`src/rtl/lcd_text_buffer.sv`:
```
// Score-to-ASCII frame composer for a 2x16 character LCD, double buffered with a ready/ack flag.
// Optional define LCD_TB_ZERO_SUPPRESS_EN blanks leading zero digits of the score.
module lcd_text_buffer #(
  parameter int          SCORE_W = 14,
  parameter logic [7:0]  BLANK   = 8'h20
) (
  input  logic               clk,
  input  logic               rst,
  input  logic               upd_req,
  input  logic [SCORE_W-1:0] score_in,
  input  logic [1:0]         mode,
  input  logic [4:0]         rd_addr,
  output logic [7:0]         rd_data,
  output logic               busy,
  output logic               upd_done,
  output logic               frame_rdy,
  input  logic               frame_ack
);

  // Handshake: upd_req is accepted on any cycle it is high; frame_rdy stays high
  // from upd_done until a frame_ack arrives in a cycle other than the upd_done cycle.

  typedef enum logic [1:0] {IDLE, CONV, FILL, DONE} state_t;

  localparam logic [SCORE_W-1:0] MAX_SCORE = SCORE_W'(9999);
  localparam logic [127:0] L1_TITLE = "CHICKEN CHACHA  ";
  localparam logic [127:0] L1_PLAY  = "  PLAYING...    ";
  localparam logic [127:0] L1_OVER  = "   GAME OVER    ";
  localparam logic [127:0] L1_PAUSE = "     PAUSE      ";
  localparam logic [63:0]  L2_TEXT  = {"SCORE: ", BLANK};

  state_t               state, state_n;
  state_t               dbg_state;
  logic [SCORE_W-1:0]   req_score;
  logic [1:0]           req_mode;
  logic                 pend;
  logic [SCORE_W-1:0]   sh;
  logic [15:0]          bcd;
  logic [15:0]          bcd_adj;
  logic [1:0]           work_mode;
  logic [5:0]           cnt;
  logic                 front;
  logic [7:0]           mem [64];
  logic [7:0]           fill_char;
  logic [127:0]         line1_txt;
  logic [7:0]           dig_char [4];
  logic [3:0]           dig_blank;

  assign dbg_state = state;
  assign busy      = (state != IDLE);
  assign upd_done  = (state == DONE);

  always_ff @(posedge clk or negedge rst) begin
    if (!rst) state <= IDLE;
    else      state <= state_n;
  end

  always_comb begin
    state_n = state;
    case (state)
      IDLE: if (upd_req) state_n = CONV;
      CONV: if (cnt == 6'(SCORE_W)) state_n = FILL;
      FILL: if (cnt == 6'd31) state_n = DONE;
      DONE: state_n = (pend || upd_req) ? CONV : IDLE;
      default: state_n = IDLE;
    endcase
  end

  // Double-dabble add-3 correction applied before every shift
  always_comb begin
    bcd_adj = bcd;
    for (int i = 0; i < 4; i++) begin
      if (bcd[4*i +: 4] >= 4'd5) bcd_adj[4*i +: 4] = bcd[4*i +: 4] + 4'd3;
    end
  end

  always_comb begin
    line1_txt = L1_TITLE;
    case (work_mode)
      2'd1:    line1_txt = L1_PLAY;
      2'd2:    line1_txt = L1_OVER;
      2'd3:    line1_txt = L1_PAUSE;
      default: line1_txt = L1_TITLE;
    endcase
  end

  always_comb begin
    dig_blank = 4'b0000;
`ifdef LCD_TB_ZERO_SUPPRESS_EN
    dig_blank[3] = (bcd[15:12] == 4'd0);
    dig_blank[2] = dig_blank[3] && (bcd[11:8] == 4'd0);
    dig_blank[1] = dig_blank[2] && (bcd[7:4] == 4'd0);
`endif
    for (int i = 0; i < 4; i++) begin
      dig_char[i] = dig_blank[i] ? BLANK : {4'h3, bcd[4*i +: 4]};
    end
  end

  always_comb begin
    fill_char = BLANK;
    if (!cnt[4]) begin
      fill_char = line1_txt[{~cnt[3:0], 3'b000} +: 8];
    end else begin
      case (cnt[4:0])
        5'd23:   fill_char = dig_char[3];
        5'd24:   fill_char = dig_char[2];
        5'd25:   fill_char = dig_char[1];
        5'd26:   fill_char = dig_char[0];
        default: if (cnt[4:0] < 5'd23) fill_char = L2_TEXT[{~cnt[2:0], 3'b000} +: 8];
      endcase
    end
  end

  // Request capture: the newest upd_req always wins; pend marks one waiting behind a busy cycle
  always_ff @(posedge clk or negedge rst) begin
    if (!rst) begin
      req_score <= '0;
      req_mode  <= 2'd0;
      pend      <= 1'b0;
    end else begin
      if (upd_req) begin
        req_score <= (score_in > MAX_SCORE) ? MAX_SCORE : score_in;
        req_mode  <= mode;
      end
      if (state == DONE)                 pend <= 1'b0;
      else if (upd_req && state != IDLE) pend <= 1'b1;
    end
  end

  // First CONV cycle loads the captured request, then SCORE_W shifts follow
  always_ff @(posedge clk or negedge rst) begin
    if (!rst) begin
      cnt       <= 6'd0;
      sh        <= '0;
      bcd       <= 16'd0;
      work_mode <= 2'd0;
    end else begin
      cnt <= (state_n != state) ? 6'd0 : cnt + 6'd1;
      if (state == CONV) begin
        if (cnt == 6'd0) begin
          sh        <= req_score;
          bcd       <= 16'd0;
          work_mode <= req_mode;
        end else begin
          {bcd, sh} <= {bcd_adj[14:0], sh, 1'b0};
        end
      end
    end
  end

  always_ff @(posedge clk or negedge rst) begin
    if (!rst) begin
      front   <= 1'b0;
      rd_data <= BLANK;
      for (int i = 0; i < 64; i++) mem[i] <= BLANK;
    end else begin
      if (state == FILL) mem[{~front, cnt[4:0]}] <= fill_char;
      if (state == FILL && state_n == DONE) front <= ~front;
      rd_data <= mem[{front, rd_addr}];
    end
  end

  // Set has priority over ack while entering or sitting in DONE
  always_ff @(posedge clk or negedge rst) begin
    if (!rst)                                 frame_rdy <= 1'b0;
    else if (state_n == DONE || state == DONE) frame_rdy <= 1'b1;
    else if (frame_ack)                       frame_rdy <= 1'b0;
  end

endmodule

```
`config.mk`:
```
export PLATFORM = sky130hd
export DESIGN_NAME = lcd_text_buffer
export DESIGN_NICKNAME = d
export VERILOG_FILES = /design/src/rtl/lcd_text_buffer.sv
export SDC_FILE = /design/constraint.sdc
export NUM_CORES = 1
export LEC_CHECK = 0
export BUFFER_PORTS_ARGS = -buffer_cell sky130_fd_sc_hd__buf_2
export CAP_MARGIN = 20
export CORE_UTILIZATION = 45
export DETAILED_ROUTE_END_ITERATION = 10
export PLACE_DENSITY = 0.59
export SLEW_MARGIN = 15
export SYNTH_ARGS = -nofsm -noshare
export SYNTH_HDL_FRONTEND = slang
export SYNTH_SLANG_ARGS = --single-unit
```
`constraint.sdc`:
```
create_clock -name clk -period 3.2 [get_ports clk]
set_input_delay 0.32 -clock clk [delete_from_list [all_inputs] [get_ports clk]]
set_output_delay 0.32 -clock clk [all_outputs]
set_load 0.05 [all_outputs]
```
* After elaboration in Yosys (flattened, before gate mapping)
Index checks and enable logic that the tools add are counted.
Storage, ports and cells: register bits 579, input port bits 25, output and inout bits 11, word-level logic and storage cells 148
Operators by class: $add $sub $neg 5, magnitude comparators 9, equal/unequal tests 14, shift-type cells 2, muxes and demuxes 27, bitwise logic cells 5, reduce and logical (&&, ||, !) cells 11
Operator list (count):
- $bwmux W512 | 1
- $pmux W127 S3 | 1
- $shiftx A128 B8 Y8 | 1
- $shiftx A64 B7 Y8 const A | 1
- $bmux W8 S6 | 1
- $demux W8 S6 | 1
- $mux W8 | 5
- $pmux W8 S4 | 1
- $mux W14 | 2
- $eq A5 B5 Y1 const B | 4
- $ge A4 B3 Y1 const B | 4
- $mux W16 | 1
- $ge A7 B7 Y1 const B | 2
- $gt A14 B14 Y1 const B | 1
- $not A6 Y7 | 2
- $add A4 B2 Y4 const B | 3
- $mux W4 | 3
- $eq A2 B2 Y1 const B | 5
- $pmux W2 S4 | 1
- $lt A7 B1 Y1 const B | 1
- $add A6 B1 Y6 const B | 1
- $eq A6 B4 Y1 const B | 1
- $eq A6 B5 Y1 const B | 1
- $logic_not A6 Y1 | 1
- other kinds (16) | 28

* Longest topological paths before layout
depth in word-level cells 7, depth in mapped cells 11, gate-level depth less buffers 7

* Worst setup path after synthesis
No wires, ideal clock.
path kind reg-to-reg, start point register cnt[0], end point register mem[122] (netlist bit), setup time 0.079 ns, arrival time 2.396 ns, required time 3.121 ns, path slack 0.725 ns, cell stages (with the launch flop) 11, buffers on the path 3, clock period less this slack 2.475 ns, path through dfrtp_1 buf_4 buf_6 inv_1 ha_1 and3b_1 o21a_1 or3_4 o221a_4 buf_2 o21ai_1
On the way: longest elaborated chain between the ends 6, elaborated cells on any way between the ends 19, those cells by class order compare (3); eq/ne (4); shift (2); mux (6); bitwise (3); reduce/logical (1)
RTL lines:
- from (decl) | RTL line 41 | logic [5:0] cnt;
- from (signal assigned) | RTL line 138 | cnt <= (state_n != state) ? 6'd0 : cnt + 6'd1;
- $not A3 Y3 or $not A6 Y7 (tied branches) | RTL line 109, 157
- $shiftx A64 B7 Y8, or another cell as far along | RTL line 109 | default: if (cnt[4:0] < 5'd23) fill_char = L2_TEXT[{~cnt[2:0], 3'b000} +: 8];
- $mux W8 or $logic_and A1 B1 Y1 (tied branches) | RTL line 109, 157
- $pmux W8 S4 or $mux W8 (tied branches) | RTL line 104, 157
- $mux W8 or $demux W8 S6 (tied branches) | RTL line 101, 157
- $bwmux W512 (*) | RTL line 157 | if (state == FILL) mem[{~front, cnt[4:0]}] <= fill_char;
- to (signal, indexed assignment) | RTL line 157
- to (decl) | RTL line 43 | logic [7:0] mem [64];
Every way passes the cells marked *; elsewhere a longest branch is shown, timed or not. A chain may end at the register's enable or synchronous reset.

* Worst setup path after layout
start point register work_mode[0], end point register mem[505] (netlist bit)
On the way: longest elaborated chain between the ends 5, elaborated cells on any way between the ends 7, those cells by class eq/ne (3); shift (1); mux (3)
RTL lines:
- from (decl) | RTL line 40 | logic [1:0] work_mode;
- from (signal assigned) | RTL line 143 | work_mode <= req_mode;
- $eq A2 B2 Y1 or $eq A2 B1 Y1 (tied branches) | RTL line 79 | case (work_mode)
- $pmux W127 S3 (*) | RTL line 79
- $shiftx A128 B8 Y8 (*) | RTL line 102 | fill_char = line1_txt[{~cnt[3:0], 3'b000} +: 8];
- $mux W8 (*) | RTL line 101 | if (!cnt[4]) begin
- $bwmux W512 (*) | RTL line 157
Marked as above.

==> flow_metrics.tcl <==
set metrics [dict create \
    outcome "completed" \
    hold_class "input port to register" \
    path_buf_inv 2 \
    setup_ws_ps 375 \
    final_util_pct 52.0 \
    fin_nets 2009 \
    cts_tree "built" \
    clock_skew_ps 16.3 \
    placed_cell_area_um2 24500 \
    drt-vias-per-instance 5.64 \
    max_cap_viol_count 0 \
    synth_seq_area_share_pct 55.5 \
    synth_nets 1931 \
    routed_wl_mm 60.0 \
    rows 83 \
    worstPathMaxFanout 33 \
    synth.avg_cell_area_um2 12.4 \
    cp-start-kind "register" \
    met3_usage_pct 3.14 \
    synth.largest_area_cell "dfrtp_1" \
    clock_path_buffers 3 \
    hold_buffers 20 \
    critical_path_required_ps 3750 \
    die-area_um2 52800 \
    crit_type "register to register" \
    drtIter0Drc 1153 \
    irDropWorstVdd_mv 0.911 \
    rsz0062_at_grt "false" \
    grt_util_all_layers_pct 23.5 \
    timing.fmax_ghz 0.354 \
    grt-busiest-layer "met2" \
    crit_arrival_ps 3370 \
    cp_top_family "compound AO/OA/AOI/OAI gates" \
    period_needed_ps 2820 \
    hpwl_mm 40.0 \
    areaGrowthSynthToFinish_pct 14.4 \
    synth.distinct_cells 84 \
    cts_inserted_buffers 55 \
    ant_nets 0 \
    synth-main-ff-cell "dfrtp_1" \
    tightestPinTransition_ps 1050 \
    die_w_um 230 \
    critical_path.slowest_cell "a2111oi_1" \
    critical_path.cell_chain "inv_1, ha_1, o21bai_1, a2111oi_1, o41ai_4, buf_4, nor2_1, a21o_1" \
    clock_latency_ps 630 \
    gp_congestion 0.841 \
    antenna_found_initial 1 \
    setup_violations 0 \
    grt_overflow_total 0 \
    dp.cells 2569 \
    grt_start_max_net_pins 82 \
    netlist_area_um2 23300 \
    dpl_worst_slack_ps 322 \
    cts.sinks 514 \
    hold_viol_final 0 \
    ctsResizeCount 0 \
    fin_area_um2 26700 \
    fin_cells 2693 \
    yosysWarnings 0 \
    synth_seq_cells 514 \
    finalCritPeriodShare_pct 88.3 \
    clk_pin_slew_ps 60 \
    powerDensity_nw_per_um2 678 \
    first_global_vias 15577 \
    drc 0 \
    slowest_delay_ps 650 \
    synth_area_leaders "dfrtp_1 (48%), mux4_2 (10%), dfstp_2 (7.3%)" \
    grt_pass1_wl_mm 94.7 \
    io_buffers 34 \
    wire_per_inst_um 22.3 \
    drt_pass1_iterations 7 \
    slew_headroom_pct 29.6 \
    whs_ps 160 \
    grt_use_met1_pct 34.0 \
    syn_inst 1888 \
    p_leak_nw 12.4 \
    finalPower_mw 18.1 \
    synth-edff-count 0 \
    fillers 4493 \
    setup_tns_ps 0 \
    critPathCaptureType "register" \
    antenna_cells 0 \
    drive_above_1_share_pct 26.7 \
    initial_core_util_pct 45.5 \
    coreArea_um2 51300 \
    clockRootBuffer "clkbuf_16" \
    drv_slew 0 \
    vias 15189 \
    synth_top_area_share_pct 48.2 \
    use_met2_pct 36.5 \
    fp.dieH_um 230 \
    ios 36 \
    synth-async-reset-ratio_pct 100 \
    h-tree-depth 2 \
    post_cts_buffers 0 \
]
-- final cells by class --
cell class                      count  area, um2  share of cell area, %
Multi-Input combinational cell   1229       9690                   36.3
Inverter                           36        135                  0.506
Sequential cell                   514      12900                   48.5
Clock inverter                     25        352                   1.32
Timing Repair Buffer              130       1080                   4.07
Clock buffer                       79       1630                   6.10
Tap cell                          680        851                   3.19
-- cells in the mapped netlist (3+ instances only) --
master and n:
o21ai_0 133, a21o_1 22, a22o_1 8, dfrtp_1 449
inv_1 35, nor3_2 3, a32o_1 4, mux4_2 108
a21oi_1 56, o31ai_1 5, clkbuf_1 48, o22a_1 10
o22ai_1 20, mux2i_1 29, nand3b_1 6, nor2_1 70
nor3_1 11, nor3b_1 5, dfstp_2 65, buf_1 3
or4_1 4, o21a_1 6, nand3_1 10, a22oi_1 29
or3_1 7, ha_1 18, o211ai_1 5, or2_2 20
nor2b_1 96, nor2_2 10, and3_1 10, mux2_2 107
nand2b_1 53, buf_4 16, and2_1 74, a222oi_1 4
buf_2 36, o21ai_1 21, and3b_1 4, xnor2_1 8
buf_6 6, nand2_1 199
-- logic make-up (layout without fill, tap and decap cells) --
kind of cell,Yosys count,in the layout,synth area share [%]
simple gates,602,602,13.7
flops,514,514,55.5
compound gates,353,353,9.63
mux,245,245,16.9
buf+inv,145,270,2.98
fa+ha+maj,18,18,0.966
xor+xnor,10,10,0.376
other cells,1,1,0.0161
-- sequential cells by signal, indices dropped and copies added, names as in the netlist --
name / flops
req_score: 14
work_mode: 2
front: 1
dbg_state: 2
bcd: 16
cnt: 6
sh: 14
rd_data: 7
req_mode: 2
pend: 1
frame_rdy: 1
mem: 448
-- routing by layer --
metal / vias to the layer above / wire length (um)
li1: 6867 / -
met1: 7897 / 27800
met2: 321 / 28000
met3: 102 / 2420
met4: 2 / 1770
met5: - / 12
-- where the power goes --
part	leakage [nW]	total, mW	switching, mW	internal (mW)
Combinational	4.58	4.21	2.84	1.37
Sequential	6.85	7.03	0.256	6.78
Clock	0.974	6.84	2.73	4.12
-- worst paths after layout --
path | startpoint | endpoint | slack [ps] | cells after the start
max | work_mode[0] | mem[505] | 380 | 8
max reg2reg | work_mode[0] | mem[505] | 380 | 8
max in group asynchronous | rst | mem[5] | 1870 | 4
min reg2reg | mem[97] | mem[97] | 460 | 1
min in group asynchronous | rst | mem[318] | 320 | 2
min | upd_req | req_score[11] | 160 | 2
-- layout by cell type (no fill, tap or decap), types with 53 or more instances in the layout --
cell type and n:
mux4_2 108, nand2_1 199, clkbuf_16 55, o21ai_0 133, nand2b_1 53, nor2_1 70
dfstp_2 65, a21oi_1 56, mux2_2 107, buf_4 67, nor2b_1 96, and2_1 74
dfrtp_1 449
Note: power is estimated with default switching activity, not from simulation.
